--- config.mk ---
export PLATFORM = sky130hd
export DESIGN_NAME = word_stream_loader
export DESIGN_NICKNAME = d
export VERILOG_FILES = /design/src/rtl/word_stream_loader.sv
export SDC_FILE = /design/constraint.sdc
export NUM_CORES = 1
export LEC_CHECK = 0
export CORE_MARGIN = 2
export CORE_UTILIZATION = 39
export CTS_CLUSTER_SIZE = 25
export DETAILED_ROUTE_END_ITERATION = 8
export PLACE_DENSITY = 0.65
export SETUP_SLACK_MARGIN = 0.05
export SYNTH_ARGS = -nofsm -noshare
export SYNTH_HDL_FRONTEND = slang
export SYNTH_SLANG_ARGS = --single-unit
--- constraint.sdc ---
create_clock -name clk -period 3.1 [get_ports clk]
set_input_delay 0.62 -clock clk [delete_from_list [all_inputs] [get_ports clk]]
set_output_delay 0.62 -clock clk [all_outputs]
set_load 0.01 [all_outputs]
--- src/rtl/word_stream_loader.sv ---
// word_stream_loader: writes an upstream word stream into instruction memory until a terminator or DEPTH words
module word_stream_loader #(
    parameter int          ADDR_W   = 10,
    parameter int          DEPTH    = 1024,
    parameter logic [31:0] END_WORD = 32'hFFFF_FFFF
) (
    input  logic              clk,
    input  logic              rst_n,
    input  logic              start,
    input  logic [31:0]       in_word,
    input  logic              in_valid,
    output logic              in_ready,
    output logic              mem_we,
    output logic [ADDR_W-1:0] mem_addr,
    output logic [31:0]       mem_wdata,
    output logic              busy,
    output logic              done,
    output logic              full,
    output logic [ADDR_W:0]   word_count,
    output logic [31:0]       checksum
);
    typedef enum logic [1:0] {IDLE, LOAD, DONE} state_t;

    localparam logic [ADDR_W:0] depth_c = (ADDR_W+1)'(DEPTH);

    state_t            state_q, state_d;
    logic [ADDR_W:0]   cnt_q, cnt_d;
    logic [31:0]       sum_q, sum_d;
    logic              full_q, full_d;
    logic              we_q, we_d;
    logic [ADDR_W-1:0] addr_q, addr_d;
    logic [31:0]       wdata_q, wdata_d;
    logic              fire;

    // word_count doubles as the write pointer since every written word advances both
    always_comb begin
        state_d = state_q;
        cnt_d   = cnt_q;
        sum_d   = sum_q;
        full_d  = full_q;
        we_d    = 1'b0;
        addr_d  = addr_q;
        wdata_d = wdata_q;
        fire    = (state_q == LOAD) && in_valid;
        if (state_q != LOAD && start) begin
            state_d = LOAD;
            cnt_d   = '0;
            sum_d   = '0;
            full_d  = 1'b0;
        end else if (fire && in_word == END_WORD) begin
            state_d = DONE;
        end else if (fire) begin
            we_d    = 1'b1;
            addr_d  = cnt_q[ADDR_W-1:0];
            wdata_d = in_word;
            cnt_d   = cnt_q + 1'b1;
            sum_d   = sum_q + in_word;
            if (cnt_d == depth_c) begin
                state_d = DONE;
                full_d  = 1'b1;
            end
        end
    end

    always_ff @(posedge clk or negedge rst_n) begin
        if (!rst_n) begin
            state_q <= IDLE;
            cnt_q   <= '0;
            sum_q   <= '0;
            full_q  <= 1'b0;
            we_q    <= 1'b0;
            addr_q  <= '0;
            wdata_q <= '0;
        end else begin
            state_q <= state_d;
            cnt_q   <= cnt_d;
            sum_q   <= sum_d;
            full_q  <= full_d;
            we_q    <= we_d;
            addr_q  <= addr_d;
            wdata_q <= wdata_d;
        end
    end

    assign in_ready   = state_q == LOAD;
    assign busy       = state_q == LOAD;
    assign done       = state_q == DONE;
    assign full       = full_q;
    assign mem_we     = we_q;
    assign mem_addr   = addr_q;
    assign mem_wdata  = wdata_q;
    assign word_count = cnt_q;
    assign checksum   = sum_q;
endmodule

# ---- After elaboration in Yosys (flattened, before gate mapping)
# Index checks and enable logic that the tools add are counted.
dict set report classes {
  addsub 2
  n_eq_ne 6
  mux 17
  n_bitwise 2
  n_reduce_logical 11
}
# operator n
set op_table {}
lappend op_table {{two-way mux 32 bit} 3}
lappend op_table {{two-way mux 11 bit} 3}
lappend op_table {{adder 32 bit} 1}
lappend op_table {{equality test 32 bit, second input constant} 1}
lappend op_table {{adder 11 x 1 -> 11 bit, second input constant} 1}
lappend op_table {{equality test 11 bit, second input constant} 1}
lappend op_table {{two-way mux 2 bit} 4}
lappend op_table {{two-way mux 1 bit} 7}
lappend op_table {{AND reduction 3 bit} 2}
lappend op_table {{nonzero test 3 bit} 2}
lappend op_table {{AND reduction 2 bit} 2}
lappend op_table {{nonzero test 2 bit} 2}
lappend op_table {{logical AND 1 bit} 3}
lappend op_table {{equality test 2 x 1 -> 1 bit, second input constant} 1}
lappend op_table {{equality test 2 bit, second input constant} 1}
lappend op_table {{!= test 2 x 1 -> 1 bit, second input constant} 1}
lappend op_table {{!= test 2 bit, second input constant} 1}
lappend op_table {{NOT 1 bit} 2}
dict set report word_totals {
  regBits 89
  in_bits 36
  out_inout_bits 90
}

# ---- Longest topological paths before layout
dict set report logic_depth {
  ltp_word 6
  mapped_depth 10
  depth_no_buf 10
}

# ---- Worst setup path after synthesis
# Ideal clock, no wire load.
dict set report synth_path {
  path_type {input -> register}
  start {input in_word[24]}
  end {register sum_q[31] (netlist: checksum[31])}
  t_arrival_ps 2833
  required_ps 2969
  setup_slack_ps 136
  path_stages 9
  path_buffers 0
  cell_sequence {ha_1 -> a21o_1 -> a21o_1 -> a221o_1 -> or4b_1 -> a31oi_1 -> and3b_2 -> nor4_1 -> or3b_1}
}
dict set report synth_via {
  elab_chain_cells 4
}
# item line
set synth_rtl {}
lappend synth_rtl {{start: declaration} 10} ;# input logic [31:0] in_word,
lappend synth_rtl {{adder 32 bit or equality test 32 bit (tied branches)} {57, 50}}
lappend synth_rtl {{two-way mux 32 bit or logical AND 1 bit (tied branches)} {52, 50}}
lappend synth_rtl {{two-way mux 32 bit or != test 2 bit (tied branches)} -}
lappend synth_rtl {{two-way mux 32 bit or AND reduction 2 bit (tied branches)} -}
lappend synth_rtl {{end signal: assignment} 77} ;# sum_q <= sum_d;
lappend synth_rtl {{end: declaration} 28} ;# logic [31:0] sum_q, sum_d;
# Several ways; a longest one is shown, not always the timed one. The select of a mux whose other input is x is not followed.
# A chain may end at the register's enable or synchronous reset.

# ---- Final worst setup path
dict set report layout_path {
  start {input in_word[22]}
  end {register sum_q[31] (netlist: checksum[31])}
}
# Same word-level chain as after synthesis.

==> run metrics <==
status complete, no violations; CP endpoint kind flip-flop; maximum vdd drop 0.000456 V; Placeable Area 0.0132 mm²; Sink Count 89; utilization after layout 0.613; largest area contributor in the netlist dfrtp_1; Synth top area share 0.422; ANT nets after route 0; most used flip-flop cell after synthesis dfrtp_1; worst-skew pair later-pin latency 0.36 ns; CTS clock-pin slew for the worst setup and hold paths 0.07 ns; Max Fclk 336 MHz; H-Tree Depth 3; Via Count 5459; TNS Setup 0 ns; EDFF count, synth 0; row count between 40 and 50; Bufs on Longest Clock Path 2; CTS Buf Count 9; initial antenna violation count 0; relative slew slack 0.304; Initial Utilization 0.399; Post-Synthesis Cells 624; clock network power share 0.160; fraction of registers with async set/reset 1.00; per-cell routed wire length ~16 µm; first-pass GRT wire length about 27000 µm; PortBufs approximately 130; Hold Buf Count CTS 0; power per cell area approximately 860 mW/mm²; Hold Fails Final Rpt 0; WL final 16700 µm; average footprint of a synthesized cell 8.46 µm²; Worst R2R Start checksum[22]; P_int between 4 and 5 mW; syn_nets 693; Synth Warn # 0; CTS tree done; Leakage 3.85 nW; vias in the first global route 5388; maximum number of pins on one net before global-route repair 81; Seq pwr share 0.252; DRT Pass-1 Iters 5; DRC errors left 0; Final Wtd Congestion 0.883; RSZ-0062 raised after global routing no; period utilization 0.961; GRT Total Usage 0.231; DP Worst Slack -0.458 ns; WS Path Type primary input to flip-flop; Worst Tran Pin Value between 1 and 1.5 ns; total die area 0.0145 mm²; wire length on met2 about 8100 µm; min Tclk post-route a little under 3 ns; fraction of layout cells with a size suffix above 1 0.205; HPWL Detailed between 10000 and 15000 µm; final-stage net count 928; clock root buffer master clkbuf_16; Via-to-Cell Ratio 5.25; Final Skew ~0.012 ns; Combinational Power Share 0.588; Post-Syn Area 0.00528 mm²; area grow syn2layout 53.7%; reg2reg path depth 9; reg2reg end checksum[31]; Worst Hold Class primary input to async pin; I/O pin count 126; # setup viols final 0; Net Sw Frac 0.396; reg-to-reg setup timing slack 0.17 ns; WP data arrival 3.21 ns; Psw 2.75 mW; Distinct cells, synth 63; Worst EP required ~3.3 ns; max-slew violations 0; Routed met3 length 697 µm; initial DRC count approximately 360; wire length on met1 7630 µm; WHS ~0.44 ns; GRT Residual Overflow 0; CP max FO 3; post-route worst setup slack 0.122 ns; register area share after synthesis 0.422; ant diodes 0; chip height ~120 µm; Die X roughly 120 µm; Area contributors post-synth dfrtp_1 42%, nand2_1 12%, ha_1 7.6%; Max Cap Viol 0; Seq cells post-synth 89; top layer reached by signal wires met4; Worst Setup Start Kind primary input
-- final cells by class --
class	instances	area, µm²
Clock buffer	9	225
Inverter	10	45.0
Sequential cell	89	2230
Multi-Input combinational cell	500	3100
Fill cell	1203	5130
Tap cell	176	220
Clock inverter	7	67.6
Timing Repair Buffer	249	2230
-- logic make-up (layout without fill, tap and decap cells) --
group,Yosys count,after routing,synth area share
flip-flops,89,89,0.422
AND/OR/NAND/NOR,294,294,0.249
multiplexers,1,1,0.00190
buffers and inverters,35,275,0.0282
adder cells (fa/ha/maj),33,33,0.0796
XOR/XNOR,26,26,0.0431
AO/OA/AOI/OAI,146,146,0.176
-- synth_stat cells, types with 2 or more instances --
library cell / count
nor2_1: 27
ha_1: 32
and2_1: 5
a21oi_1: 31
a221o_1: 2
a21o_1: 16
a31oi_1: 7
buf_4: 2
and3_1: 13
o211ai_1: 7
nand2_1: 173
o31ai_1: 5
a211oi_1: 3
nor4_1: 2
nor3_1: 6
nand3b_1: 2
o21bai_1: 4
clkbuf_1: 19
or4_1: 3
inv_2: 2
xor2_1: 16
dfrtp_1: 89
nor2b_1: 3
xnor2_1: 10
o21ai_0: 7
o21a_1: 4
o21ai_1: 40
or3_1: 2
nand4_1: 12
inv_1: 7
buf_1: 2
a32oi_1: 2
a41oi_1: 2
nand3_1: 36
nor3b_1: 2
buf_2: 2
-- layer usage --
| layer | GRT usage | vias up |
|---|---|---|
| li1 | - | 2674 |
| met2 | 0.384 | 154 |
| met1 | 0.314 | 2610 |
| met5 | 0 | - |
| met4 | 0.0727 | 0 |
| met3 | 0.0292 | 21 |
-- worst max-delay path by stage --
stage / from / endpoint / slack, ns / cells past startpoint
floorplan: in_word[24] / checksum[31] / 0.14 / 9
global placement: in_word[0] / checksum[30] / -0.40 / 12
detailed placement: in_word[24] / checksum[31] / -0.46 / 10
CTS: in_word[20] / checksum[31] / 0.007 / 10
global route: in_word[22] / checksum[31] / 0.05 / 10
finish: in_word[22] / checksum[31] / 0.12 / 10
-- what timing repair did --
action | CTS | global route
gates cloned | 0 | 0
endpoints found under the setup margin | 6 | 17
gates resized for setup | 10 | 31
setup buffers | 4 | 3
pin swaps | 14 | 24
-- sequential cells by signal, summed over array words and instances (netlist names) --
| register | count |
|---|---|
| state_q | 2 |
| mem_wdata | 32 |
| mem_we | 1 |
| mem_addr | 10 |
| checksum | 32 |
| full | 1 |
| word_count | 11 |
-- placed cells by master, fill, tap and decap left out, types with 13 or more instances in the layout --
| master | instances |
|---|---|
| ha_1 | 20 |
| o21ai_1 | 38 |
| a21oi_1 | 30 |
| clkdlybuf4s50_1 | 114 |
| nand3_1 | 36 |
| buf_4 | 122 |
| dfrtp_1 | 89 |
| nor2_1 | 27 |
| a21o_1 | 16 |
| and3_1 | 13 |
| nand2_1 | 173 |
| xor2_1 | 16 |
-- power groups by stage --
stage | combinational (mW) | sequential (mW) | clock (mW)
floorplan | 1.85 | 1.81 | 0
global placement | 3.74 | 1.73 | 0
detailed placement | 3.79 | 1.73 | 0
CTS | 3.89 | 1.73 | 1.12
global route | 4.44 | 1.79 | 1.17
finish | 4.08 | 1.75 | 1.11
-- critical path, stage by stage --
cell and delay (ns):
dlygate4sd2_1 0.26, ha_1 0.30, a21o_1 0.18, o21bai_1 0.17
a221o_1 0.36, or4b_4 0.51, a31oi_4 0.19, and3b_2 0.22
nor4_1 0.04, or3b_1 0.35
-- stage by stage --
step	cell area (µm²)	instances	total power, mW
final	8120	1040	6.94
after global routing	8120	1040	7.40
after global placement	7560	1017	5.47
after CTS	7930	1037	6.74
after floorplan	5280	624	3.66
after detailed placement	7560	1017	5.52
Note: power is estimated with default switching activity, not from simulation.
